[config.mk]
export PLATFORM = sky130hd
export DESIGN_NAME = hazard_control_unit_flat
export DESIGN_NICKNAME = d
export VERILOG_FILES = /design/src/rtl/hazard_control_unit_pkg.sv /design/src/rtl/hazard_control_unit_if.sv /design/src/rtl/hazard_control_unit_sat_counter.sv /design/src/rtl/hazard_control_unit.sv /design/src/flat_wrapper.sv
export SDC_FILE = /design/constraint.sdc
export NUM_CORES = 1
export LEC_CHECK = 0
export ABC_AREA = 1
export ABC_CLOCK_PERIOD_IN_PS = 3100
export BUFFER_PORTS_ARGS = -buffer_cell sky130_fd_sc_hd__buf_2
export CAP_MARGIN = 20
export CORE_ASPECT_RATIO = 0.75
export CORE_UTILIZATION = 40
export DETAILED_ROUTE_END_ITERATION = 7
export MAX_ROUTING_LAYER = met4
export PLACE_DENSITY_LB_ADDON = 0.12
export SLEW_MARGIN = 20
export SYNTH_ARGS = -nofsm -noshare
export SYNTH_HDL_FRONTEND = slang
export SYNTH_SLANG_ARGS = --single-unit
[constraint.sdc]
create_clock -name clk -period 3.1 [get_ports clk]
set_input_delay 0.31 -clock clk [delete_from_list [all_inputs] [get_ports clk]]
set_output_delay 0.31 -clock clk [all_outputs]
set_load 0.02 [all_outputs]
[src/rtl/hazard_control_unit_pkg.sv]
// hazard_control_unit_pkg: shared definitions for the hazard controller and the pipeline top.
// Contents: branch encodings as the ID stage presents them, controller FSM states, and a
// branch-decision helper.
package hazard_control_unit_pkg;

    typedef enum logic [1:0] {
        BR_NONE = 2'b00,
        BR_BEQ  = 2'b01,
        BR_BNE  = 2'b10,
        BR_JUMP = 2'b11
    } branch_e;

    typedef enum logic {
        RUN        = 1'b0,
        LOAD_STALL = 1'b1
    } hz_state_e;

    // Conditional branches read rs/rt in ID, so only they can raise an operand hazard.
    function automatic logic br_cond(logic [1:0] br);
        return br == BR_BEQ || br == BR_BNE;
    endfunction

    function automatic logic br_taken(logic [1:0] br, logic eq);
        return (br == BR_BEQ && eq) || (br == BR_BNE && !eq) || br == BR_JUMP;
    endfunction

endpackage

[src/rtl/hazard_control_unit_if.sv]
// hazard_control_unit_if: pipeline-to-hazard-unit signal bundle.
// Inputs to the unit: ID operands, EX/MEM destination info, branch info, dmem_busy, cnt_clr.
// Outputs from the unit: pc_write, IF_ID_write, mux_hz_unit, pipe_en, flush, counters.
// master = pipeline side, slave = hazard_control_unit.
interface hazard_control_unit_if #(
    parameter int REG_AW = 5,
    parameter int CNT_W  = 16
);
    logic [REG_AW-1:0] IF_ID_rs;
    logic [REG_AW-1:0] IF_ID_rt;
    logic              IF_ID_uses_rt;
    logic [REG_AW-1:0] ID_EX_dst;
    logic              ID_EX_reg_write;
    logic              ID_EX_mem_read;
    logic [REG_AW-1:0] EX_MEM_dst;
    logic              EX_MEM_mem_read;
    logic [1:0]        branch;
    logic              equal;
    logic              dmem_busy;
    logic              cnt_clr;
    logic              pc_write;
    logic              IF_ID_write;
    logic              mux_hz_unit;
    logic              pipe_en;
    logic              flush;
    logic [CNT_W-1:0]  stall_cycles;
    logic [CNT_W-1:0]  flush_count;

    modport master (
        output IF_ID_rs, IF_ID_rt, IF_ID_uses_rt, ID_EX_dst, ID_EX_reg_write, ID_EX_mem_read,
               EX_MEM_dst, EX_MEM_mem_read, branch, equal, dmem_busy, cnt_clr,
        input  pc_write, IF_ID_write, mux_hz_unit, pipe_en, flush, stall_cycles, flush_count
    );

    modport slave (
        input  IF_ID_rs, IF_ID_rt, IF_ID_uses_rt, ID_EX_dst, ID_EX_reg_write, ID_EX_mem_read,
               EX_MEM_dst, EX_MEM_mem_read, branch, equal, dmem_busy, cnt_clr,
        output pc_write, IF_ID_write, mux_hz_unit, pipe_en, flush, stall_cycles, flush_count
    );

endinterface

[src/rtl/hazard_control_unit_sat_counter.sv]
// sat_counter: saturating up-counter with synchronous clear.
// Ports: clk, rst_n (async, active-low), inc_i (count this cycle), clr_i (zero on next edge,
// wins over inc_i), cnt_o (current count).
module sat_counter #(
    parameter int CNT_W = 16
) (
    input  logic             clk,
    input  logic             rst_n,
    input  logic             inc_i,
    input  logic             clr_i,
    output logic [CNT_W-1:0] cnt_o
);
    logic [CNT_W-1:0] cnt_q, cnt_d;

    always_comb cnt_d = clr_i ? '0 : (inc_i && cnt_q != '1) ? cnt_q + CNT_W'(1) : cnt_q;

    always_ff @(posedge clk or negedge rst_n)
        if (!rst_n) cnt_q <= '0;
        else        cnt_q <= cnt_d;

    assign cnt_o = cnt_q;

endmodule

[src/rtl/hazard_control_unit.sv]
// hazard_control_unit: load-use / branch-operand stall, memory freeze and flush control for
// the 5-stage MIPS pipeline, plus saturating stall and flush counters.
// Ports: clk, rst_n (async, active-low), hz_if (slave side of hazard_control_unit_if).
module hazard_control_unit #(
    parameter int REG_AW       = 5,
    parameter int LOAD_LATENCY = 1,
    parameter int CNT_W        = 16
) (
    input logic                  clk,
    input logic                  rst_n,
    hazard_control_unit_if.slave hz_if
);
    import hazard_control_unit_pkg::*;

    localparam int REM_W = $clog2(LOAD_LATENCY + 1) < 1 ? 1 : $clog2(LOAD_LATENCY + 1);

    hz_state_e        state_q, state_d;
    logic [REM_W-1:0] rem_q, rem_d;
    logic             pc_w, ifid_w, mux_w, pipe_w, flush_w;
    logic             load_use, br_haz;

    // Register 0 is hardwired, so a match on it is never a real dependency.
    function automatic logic hit(logic [REG_AW-1:0] dst, logic [REG_AW-1:0] src);
        return dst != '0 && dst == src;
    endfunction

    assign load_use = hz_if.ID_EX_mem_read &&
                      (hit(hz_if.ID_EX_dst, hz_if.IF_ID_rs) ||
                       (hz_if.IF_ID_uses_rt && hit(hz_if.ID_EX_dst, hz_if.IF_ID_rt)));

    assign br_haz = br_cond(hz_if.branch) &&
                    ((hz_if.ID_EX_reg_write &&
                      (hit(hz_if.ID_EX_dst, hz_if.IF_ID_rs) || hit(hz_if.ID_EX_dst, hz_if.IF_ID_rt))) ||
                     (hz_if.EX_MEM_mem_read &&
                      (hit(hz_if.EX_MEM_dst, hz_if.IF_ID_rs) || hit(hz_if.EX_MEM_dst, hz_if.IF_ID_rt))));

    // Outputs are forced low while rst_n is low so the reset values appear asynchronously.
    always_comb begin
        state_d = state_q;
        rem_d   = rem_q;
        pc_w    = 1'b1;
        ifid_w  = 1'b1;
        mux_w   = 1'b1;
        pipe_w  = 1'b1;
        flush_w = 1'b0;
        if (!rst_n) begin
            pc_w   = 1'b0;
            ifid_w = 1'b0;
            mux_w  = 1'b0;
            pipe_w = 1'b0;
        end else if (hz_if.dmem_busy) begin
            pc_w   = 1'b0;
            ifid_w = 1'b0;
            pipe_w = 1'b0;
        end else if (state_q == LOAD_STALL) begin
            pc_w    = 1'b0;
            ifid_w  = 1'b0;
            mux_w   = 1'b0;
            rem_d   = rem_q - REM_W'(1);
            state_d = rem_q == REM_W'(1) ? RUN : LOAD_STALL;
        end else if (load_use) begin
            pc_w   = 1'b0;
            ifid_w = 1'b0;
            mux_w  = 1'b0;
            if (LOAD_LATENCY > 1) begin
                state_d = LOAD_STALL;
                rem_d   = REM_W'(LOAD_LATENCY - 1);
            end
        end else if (br_haz) begin
            pc_w   = 1'b0;
            ifid_w = 1'b0;
            mux_w  = 1'b0;
        end else begin
            flush_w = br_taken(hz_if.branch, hz_if.equal);
        end
    end

    always_ff @(posedge clk or negedge rst_n)
        if (!rst_n) begin
            state_q <= RUN;
            rem_q   <= '0;
        end else begin
            state_q <= state_d;
            rem_q   <= rem_d;
        end

    assign hz_if.pc_write    = pc_w;
    assign hz_if.IF_ID_write = ifid_w;
    assign hz_if.mux_hz_unit = mux_w;
    assign hz_if.pipe_en     = pipe_w;
    assign hz_if.flush       = flush_w;

    sat_counter #(.CNT_W(CNT_W)) u_stall_cnt (
        .clk   (clk),
        .rst_n (rst_n),
        .inc_i (!pc_w),
        .clr_i (hz_if.cnt_clr),
        .cnt_o (hz_if.stall_cycles)
    );

    sat_counter #(.CNT_W(CNT_W)) u_flush_cnt (
        .clk   (clk),
        .rst_n (rst_n),
        .inc_i (flush_w),
        .clr_i (hz_if.cnt_clr),
        .cnt_o (hz_if.flush_count)
    );

endmodule

[src/flat_wrapper.sv]
// flat-port wrapper written by rule: the top's interface ports become plain ports
module hazard_control_unit_flat import hazard_control_unit_pkg::*;
#(
    parameter int REG_AW       = 5,
    parameter int LOAD_LATENCY = 1,
    parameter int CNT_W        = 16
)
  (clk, rst_n, hz_if_IF_ID_rs, hz_if_IF_ID_rt, hz_if_IF_ID_uses_rt, hz_if_ID_EX_dst, hz_if_ID_EX_reg_write, hz_if_ID_EX_mem_read, hz_if_EX_MEM_dst, hz_if_EX_MEM_mem_read, hz_if_branch, hz_if_equal, hz_if_dmem_busy, hz_if_cnt_clr, hz_if_pc_write, hz_if_IF_ID_write, hz_if_mux_hz_unit, hz_if_pipe_en, hz_if_flush, hz_if_stall_cycles, hz_if_flush_count);
  hazard_control_unit_if #(.REG_AW(REG_AW), .CNT_W(CNT_W)) hz_if_i ();
  input logic clk;
  input logic rst_n;
  input wire logic [$bits(hz_if_i.IF_ID_rs)-1:0] hz_if_IF_ID_rs;
  input wire logic [$bits(hz_if_i.IF_ID_rt)-1:0] hz_if_IF_ID_rt;
  input wire logic [$bits(hz_if_i.IF_ID_uses_rt)-1:0] hz_if_IF_ID_uses_rt;
  input wire logic [$bits(hz_if_i.ID_EX_dst)-1:0] hz_if_ID_EX_dst;
  input wire logic [$bits(hz_if_i.ID_EX_reg_write)-1:0] hz_if_ID_EX_reg_write;
  input wire logic [$bits(hz_if_i.ID_EX_mem_read)-1:0] hz_if_ID_EX_mem_read;
  input wire logic [$bits(hz_if_i.EX_MEM_dst)-1:0] hz_if_EX_MEM_dst;
  input wire logic [$bits(hz_if_i.EX_MEM_mem_read)-1:0] hz_if_EX_MEM_mem_read;
  input wire logic [$bits(hz_if_i.branch)-1:0] hz_if_branch;
  input wire logic [$bits(hz_if_i.equal)-1:0] hz_if_equal;
  input wire logic [$bits(hz_if_i.dmem_busy)-1:0] hz_if_dmem_busy;
  input wire logic [$bits(hz_if_i.cnt_clr)-1:0] hz_if_cnt_clr;
  output wire logic [$bits(hz_if_i.pc_write)-1:0] hz_if_pc_write;
  output wire logic [$bits(hz_if_i.IF_ID_write)-1:0] hz_if_IF_ID_write;
  output wire logic [$bits(hz_if_i.mux_hz_unit)-1:0] hz_if_mux_hz_unit;
  output wire logic [$bits(hz_if_i.pipe_en)-1:0] hz_if_pipe_en;
  output wire logic [$bits(hz_if_i.flush)-1:0] hz_if_flush;
  output wire logic [$bits(hz_if_i.stall_cycles)-1:0] hz_if_stall_cycles;
  output wire logic [$bits(hz_if_i.flush_count)-1:0] hz_if_flush_count;
  assign hz_if_i.IF_ID_rs = hz_if_IF_ID_rs;
  assign hz_if_i.IF_ID_rt = hz_if_IF_ID_rt;
  assign hz_if_i.IF_ID_uses_rt = hz_if_IF_ID_uses_rt;
  assign hz_if_i.ID_EX_dst = hz_if_ID_EX_dst;
  assign hz_if_i.ID_EX_reg_write = hz_if_ID_EX_reg_write;
  assign hz_if_i.ID_EX_mem_read = hz_if_ID_EX_mem_read;
  assign hz_if_i.EX_MEM_dst = hz_if_EX_MEM_dst;
  assign hz_if_i.EX_MEM_mem_read = hz_if_EX_MEM_mem_read;
  assign hz_if_i.branch = hz_if_branch;
  assign hz_if_i.equal = hz_if_equal;
  assign hz_if_i.dmem_busy = hz_if_dmem_busy;
  assign hz_if_i.cnt_clr = hz_if_cnt_clr;
  assign hz_if_pc_write = hz_if_i.pc_write;
  assign hz_if_IF_ID_write = hz_if_i.IF_ID_write;
  assign hz_if_mux_hz_unit = hz_if_i.mux_hz_unit;
  assign hz_if_pipe_en = hz_if_i.pipe_en;
  assign hz_if_flush = hz_if_i.flush;
  assign hz_if_stall_cycles = hz_if_i.stall_cycles;
  assign hz_if_flush_count = hz_if_i.flush_count;
  hazard_control_unit #(.REG_AW(REG_AW), .LOAD_LATENCY(LOAD_LATENCY), .CNT_W(CNT_W)) u_core (.clk(clk), .rst_n(rst_n), .hz_if(hz_if_i));
endmodule
# Word-level counts from Yosys, hierarchy flattened
# Cells that the tools add are included.
[word_totals]
elab_cells = 65
out_inout_bits = 37
reg_bits = 34
in_bits = 31
[op_classes]
eq_ne = 9
addsub = 3
reduce_logical = 28
n_bitwise = 1
n_mux = 20
[op_table]
columns = ["operator", "n"]
rows = [
  ["$mux W16", 4],
  ["$add A16 B1 Y16 const B", 2],
  ["$ne A16 B16 Y1 const B", 2],
  ["$eq A5 B5 Y1", 4],
  ["$mux W1", 16],
  ["$logic_and A1 B1 Y1", 13],
  ["$reduce_bool A5 Y1", 2],
  ["$logic_or A1 B1 Y1", 7],
  ["$eq A2 B2 Y1 const B", 2],
  ["$reduce_bool A2 Y1", 2],
  ["$reduce_and A3 Y1", 1],
  ["$eq A2 B1 Y1 const B", 1],
  ["$logic_not A1 Y1", 2],
  ["$reduce_and A2 Y1", 1],
  ["$not A1 Y1", 1],
  ["$sub A1 B1 Y1 const B", 1],
]

# Longest topological paths before layout
# Gate-level depths: netlist of run 1.
[logic_depth]
word_depth = 15
mapped_depth = 16
mapped_depth_nobuf = 15

# Cells and area by module
# A second synthesis of run 1 with hierarchy kept.
[hier_totals]
cells_unflattened = 379
area_unflattened_um2 = 2583.7
[by_module_without_submodules]
columns = ["mod", "area_per_inst_um2", "instances", "seq_area_each_um2", "cells_per_inst"]
rows = [
  ["sat_counter", 1037.2, 2, 400.4, 144],
  ["hazard_control_unit", 509.2, 1, 50.0, 91],
]

# Worst setup path after synthesis of run 1
# No wires, ideal clock.
[synth_path]
kind = "reg-to-reg"
start = "reg u_core.u_flush_cnt.cnt_q[0], in the netlist u_core.u_flush_cnt.cnt_o[0]"
end = "reg u_core.u_flush_cnt.cnt_q[13], in the netlist u_core.u_flush_cnt.cnt_o[13]"
setup_slack_ns = 1.043
period_less_slack_ns = 2.057
path_stages_with_launch = 13
t_arrival_ns = 1.991
path_buffers = 1
setup_ns = 0.066
path_cell_list = "dfrtp_1 > ha_1 > nand3_2 > nor2_2 > nand2_2 > nor3_4 > nand4_1 > nor2_2 > nand4_4 > nand3_4 > buf_6 > nand3_1 > nand2_1"
[synth_between]
elab_chain_len = 3
word_cells_on_any_way = 6
[synth_lines]
columns = ["item", "line_no", "rtl"]
rows = [
  ["start, declared", "hazard_control_unit_sat_counter.sv:13", "logic [CNT_W-1:0] cnt_q, cnt_d;"],
  ["start signal, assigned", "hazard_control_unit_sat_counter.sv:19", "else cnt_q <= cnt_d;"],
  ["$add A16 B1 Y16 / $ne A16 B16 Y1 (equally long branches)", "hazard_control_unit_sat_counter.sv:15", "always_comb cnt_d = clr_i ? '0 : (inc_i && cnt_q != '1) ? cnt_q + CNT_W'(1) : cnt_q;"],
  ["$mux W16 / $logic_and A1 B1 Y1 (equally long branches)", "hazard_control_unit_sat_counter.sv:15", ""],
  ["$mux W16 / $reduce_bool A2 Y1 (equally long branches)", "--", ""],
]
# Parallel ways exist; a longest one is shown, timed or not. The select of a mux whose other input is x is not followed.
# A chain may end at the register's enable or synchronous reset.

# Final worst setup path of run 1
[layout_path]
start = "reg u_core.u_flush_cnt.cnt_q[0], in the netlist u_core.u_flush_cnt.cnt_o[0]"
end = "reg u_core.u_flush_cnt.cnt_q[14], in the netlist u_core.u_flush_cnt.cnt_o[14]"
# Same word-level chain as after synthesis.

==> reports/qor.yml, run 1 <==
status: "complete, no violations"
nFillCells: 701
antenna_cells: 0
startpoint_type: "register"
drv_cap: 0
insertion_delay_ps: 280
synth_seq_cells: 34
grt_busiest_layer: "met1"
ir_drop_mv: 0.2431
coreArea_sq_um: 6350
layout-drive-gt1-share: 0.1864
yosys_warnings: 0
rsz0062_at_grt: "no"
drc: 0
setup_viol: 0
antenna_found_initial: 0
powerDensity_nw_per_um2: 293.8
synth-edff-count: 0
dr.pass1.iters: 4
max_slew_margin: 0.5578
grtUsageMet3: 0.03438
cts_tree: "built"
timing.final.crit_share: 0.7433
route.vias.total: 2612
grt.met2_usage: 0.2624
clk_path_buf_depth: 2
globalplace.congestion: 0.8617
synth_area_sq_um: 2658
hold_viol: 0
yosysTopAreaCellShare: 0.3202
yosysTopAreaCell: "dfrtp_1"
hold_path.class: "input pin to async pin"
cts_setup_buffers: 0
clock-sinks: 34
initial_core_util: 0.4185
crit_family: "simple AND/OR/NAND/NOR gates"
gr-total-overflow: 0
syn2layout_area_growth_pct: 18.03
grt_pass1_wl_microns: 10520
fmax_ghz: 0.4340
use_met1: 0.3145
num_rows: 25
ys_seq_area_frac: 0.3202
fin_crit_ps: 2304
cts.htree.levels: 2
post-dp-hpwl_microns: 4939
finClkSkew_ps: 7.922
slowest_delay_ps: 440
synthFlopType: "dfrtp_1"
critPathCaptureType: "register"
syn_nets: 423
netlist_instances: 390
avgSynthCellArea_sq_um: 6.814
io_pins: 68
path_cells: "ha_1, nand3_2, nor2_2, nand2_2, nor3_4, nand4_1, nor2_2, nand4_4, nand3_4, nand3_1, nand2_1"
synth_most_common_cell: "nand2_1"
final_area_sq_um: 3137
crit_slowest_cell: "dfrtp_1"
postPlaceCellArea_sq_um: 3060
critPathMaxFanout: 17
ctsHoldBuffers: 0
grt_pass1_vias: 2182
cpMostUsedCell: "nor2_2"
synth_area_leaders: "dfrtp_1, nand2_1, xor2_1"
path_buf_inv: 0
port_buffers: 67
criticalPathCategory: "register to register"
die_area_sq_um: 6977
worstPathRequired_ps: 3320
worstPathArrival_ps: 2520
drt_wl_total_microns: 6613
tns_ps: 0
fp.dieW_microns: 96.12
worst_pin_slew_ps: 658.2
synthTopCellsByCount: "nand2_1, inv_1, nand3_1"
fin_nets: 489
grt_usage: 0.2014
cellLeakagePower_nw: 1.807
cts_root_buffer: "clkbuf_8"
numCtsBuffers: 5
grt_start_max_net_pins: 48
synth.distinct_cells: 27
wl_per_cell_microns: 12.31
clkTransAtPathRegs_ps: 70
postSynth.asyncResetShare: 1.000
final_antenna_net_count: 0
vias_per_cell: 4.864
drtIter0Drc: 190
finalPower_mw: 0.9215
whs_ps: 73.03
die_y_microns: 72.59
cts_resized: 0
drv_slew: 0
==> placed cells by master (no fill, tap or decap), types with 9 or more instances in the layout <==
| cell | netlist | layout |
|---|---|---|
| nor3_1 | 9 | 9 |
| buf_2 | 6 | 67 |
| xnor2_1 | 10 | 10 |
| inv_1 | 55 | 55 |
| nor2_1 | 37 | 37 |
| xor2_1 | 32 | 32 |
| nand4_1 | 24 | 24 |
| nand2_1 | 101 | 101 |
| dfrtp_1 | 34 | 34 |
| nand3_1 | 48 | 48 |
==> cells by family after synthesis <==
| family | Yosys count | share of synthesized area |
|---|---|---|
| AOI/OAI and AO/OA | 13 | 0.02542 |
| xor gates and xnor gates | 42 | 0.1384 |
| adders and majority gates | 2 | 0.009415 |
| buffers and inverters | 67 | 0.1017 |
| DFF | 34 | 0.3202 |
| and+or+nand+nor | 232 | 0.4049 |
==> power by group <==
part           total [mW]  internal [mW]  switching, mW  leakage [nW]
Combinational       0.154         0.0535          0.100          1.30
Clock               0.313          0.155          0.158        0.0383
Sequential          0.455          0.448        0.00676         0.467
==> layer usage <==
| metal | vias to the layer above | share of wire |
|---|---|---|
| met4 | 0 | 0.0070 |
| met3 | 4 | 0.049 |
| met1 | 1170 | 0.55 |
| met2 | 59 | 0.39 |
| li1 | 1379 | - |
| met5 | - | 0 |
==> metrics by stage <==
step / setup slack, ps / util / instances
after floorplan: 1043 / - / 390
after global placement: 841.9 / 0.4820 / 530
after detailed placement: 822.4 / 0.4820 / 530
after CTS: 802.5 / 0.4940 / 537
after global routing: 566.6 / 0.4940 / 537
final: 795.8 / 0.4940 / 537
==> worst register-to-register path, stage by stage, from the launching register on <==
cell	delay, ps
dfrtp_1	440
ha_1	250
nand3_2	140
nor2_2	120
nand2_2	100
nor3_4	150
nand4_1	120
nor2_2	140
nand4_4	270
nand3_4	330
nand3_1	100
nand2_1	80
==> path summary, 6_finish.rpt <==
path | endpoint | from | cells past startpoint | slack [ps]
max in group asynchronous | u_core.u_stall_cnt.cnt_o[0]$_DFFE_PN0P_ | rst_n | 2 | 2710
min in group clk | u_core.rem_q$_DFFE_PN0P_ | hz_if_dmem_busy | 4 | 370
max | u_core.u_flush_cnt.cnt_o[14]$_DFFE_PN0P_ | u_core.u_flush_cnt.cnt_o[0]$_DFFE_PN0P_ | 11 | 800
min | u_core.u_flush_cnt.cnt_o[4]$_DFFE_PN0P_ | rst_n | 2 | 70
min reg2reg | u_core.state_q$_DFFE_PN0P_ | u_core.state_q$_DFFE_PN0P_ | 2 | 520
max reg2reg | u_core.u_flush_cnt.cnt_o[14]$_DFFE_PN0P_ | u_core.u_flush_cnt.cnt_o[0]$_DFFE_PN0P_ | 11 | 800
==> flip-flops by register name, summed over array words and instances (netlist names) <==
name / count
u_core.rem_q: 1
u_core.state_q: 1
u_core.u_stall_cnt.cnt_o: 16
u_core.u_flush_cnt.cnt_o: 16
==> cell type report <==
class	count	area, sq um	share of cell area
multi-input combinational	289	1536	0.4898
inverter	55	206.4	0.06582
timing repair buffer	71	365.4	0.1165
sequential	34	850.8	0.2712
tap	81	101.3	0.03231
clock buffer	7	76.32	0.02433
Power figures use the tool's default switching activity.
==> run 2, diff against run 1 <==
- ABC_CLOCK_PERIOD_IN_PS: 3100 -> 2200
- clock period: 3.1 -> 2.2 ns (I/O delays scaled with it)
==> run 2 against run 1 <==
  * Clock power up 48%
  * Sequential share of layout area down 0.89 points
  * Core utilization up 1.7 points
  * Wire length up 5.2%
  * Die area unchanged
  * Largest cell class unchanged
  * Fmax up 17%
  * The flow now finishes with violations (negative hold slack)
  * Cell count up 2.2%
  * Largest power group unchanged
  * Highest routed layer unchanged
  * Clock skew up 0.54 ps
  * Worst hold slack worse by 85 ps
  * Total power up 44%
==> reports/qor.yml, run 2 (synthesized netlist as in run 1, its figures left out) <==
crit_family: "simple AND/OR/NAND/NOR gates"
path_cells: "ha_1, nand3_2, nor2_2, nand2_2, nor3_4, nand4_1, nor2_2, nand4_4, buf_4, nand4_1, nand2_1"
fin_crit_ps: 1966
gr-total-overflow: 0
cts.htree.levels: 2
ir_drop_mv: 0.3457
status: "finished with violations"
wl_per_cell_microns: 12.67
antenna_found_initial: 0
crit_slowest_cell: "dfrtp_1"
drt_wl_total_microns: 6956
postLayoutCoreUtil: 0.5107
rsz0062_at_grt: "no"
clk_path_buf_depth: 2
layout-drive-gt1-share: 0.2137
grt_pass1_wl_microns: 10980
grt_pass1_vias: 2302
clock-sinks: 34
critPathLaunch: "u_core.u_flush_cnt.cnt_o[0]$_DFFE_PN0P_"
path_buf_inv: 1
cellLeakagePower_nw: 1.880
die_area_sq_um: 6977
route.vias.total: 2705
tns_ps: 0
postPlaceCellArea_sq_um: 3151
num_rows: 25
antenna_cells: 0
setup_viol: 0
drv_cap: 0
final_area_sq_um: 3243
startpoint_type: "register"
drtIter0Drc: 152
vias_per_cell: 4.927
dr.pass1.iters: 4
fmax_ghz: 0.5087
port_buffers: 67
whs_ps: -11.80
drc: 0
r2r_cells: 11
worstPathRequired_ps: 2370
coreArea_sq_um: 6350
fp.dieW_microns: 96.12
critPathCaptureType: "register"
critPathMaxFanout: 8
globalplace.congestion: 0.8608
clkTransAtPathRegs_ps: 70
slowest_delay_ps: 350
fin_nets: 502
finClkSkew_ps: 8.461
hold_path.class: "input pin to async pin"
reg2reg_from: "u_core.u_flush_cnt.cnt_o[0]$_DFFE_PN0P_"
die_y_microns: 72.59
hold_viol: 7
worst_pin_slew_ps: 511.0
initial_core_util: 0.4185
mostFrequentLayoutCells: "nand2_1, buf_2, inv_1, nand3_1, nor2_1"
worst-path-stages: 11
failed_checks: "negative hold slack"
numCtsBuffers: 5
drv_slew: 0
syn2layout_area_growth_pct: 22.03
cts_root_buffer: "clkbuf_8"
worstPathArrival_ps: 2130
nFillCells: 657
post-dp-hpwl_microns: 5191
grt_usage: 0.2082
criticalPathCategory: "register to register"
timing.final.crit_share: 0.8936
cts_tree: "built"
insertion_delay_ps: 280
grt_start_max_net_pins: 35
io_pins: 68
finalPower_mw: 1.329
max_slew_margin: 0.6558
powerDensity_nw_per_um2: 409.9
final_common_cell: "nand2_1"
final_antenna_net_count: 0
==> run 2: cell types whose count changed in the layout (fill, tap and decap cells not counted), sizes merged <==
cell	before	now
buf	71	84
clkbuf	7	6
==> run 2: final timing paths <==
kind / slack (ps) / endpoint
worst max-delay path: 230 / u_core.u_flush_cnt.cnt_o[6]$_DFFE_PN0P_
worst min-delay path: -10 / u_core.u_flush_cnt.cnt_o[2]$_DFFE_PN0P_
worst max register to register: 230 / u_core.u_flush_cnt.cnt_o[6]$_DFFE_PN0P_
worst min register to register: 540 / u_core.rem_q$_DFFE_PN0P_
max in group asynchronous: 1870 / u_core.u_stall_cnt.cnt_o[14]$_DFFE_PN0P_
min in group clk: 270 / u_core.rem_q$_DFFE_PN0P_
==> run 2: worst reg2reg max path: cells and delay by family, from the launching register on <==
kind	cells	cell delay, ps
adders and majority gates	1	190
buffers and inverters	1	220
DFF	1	350
and+or+nand+nor	9	1090
==> run 2: repair_timing <==
action,in CTS,in global routing
hold buffers,0,0
gates resized for setup,0,1
setup endpoints to repair,0,17
setup buffers,0,1
==> run 2: area by class of cell <==
cell class / count / area [sq um] / area share
Timing Repair Buffer: 84 / 462.9 / 0.1427
Clock buffer: 6 / 82.58 / 0.02546
Tap cell: 81 / 101.3 / 0.03125
Inverter: 55 / 206.4 / 0.06366
Multi-Input combinational cell: 289 / 1539 / 0.4745
Sequential cell: 34 / 850.8 / 0.2623
==> run 2: power breakdown <==
part	internal [mW]	total, mW	switching [mW]
logic	0.0804	0.228	0.148
registers	0.632	0.638	0.00606
clock network	0.242	0.463	0.222
total	0.954	1.33	0.376
==> run 2: through the flow <==
stage	worst slack, ps	hold WS (ps)	instances
2_1_floorplan	143.0	-75.59	390
3_3_place_gp	179.8	327.2	542
3_5_place_dp	157.3	315.8	542
4_1_cts	135.9	13.81	548
5_1_grt	63.19	28.60	549
6_report	234.1	-11.80	549
==> run 2: per-layer routing <==
metal	vias up	global-route usage	share of wire
met3	4	0.03646	0.063
li1	1405	-	-
met1	1216	0.3136	0.51
met5	-	-	0
met4	0	0.04146	0.0046
met2	80	0.2900	0.42
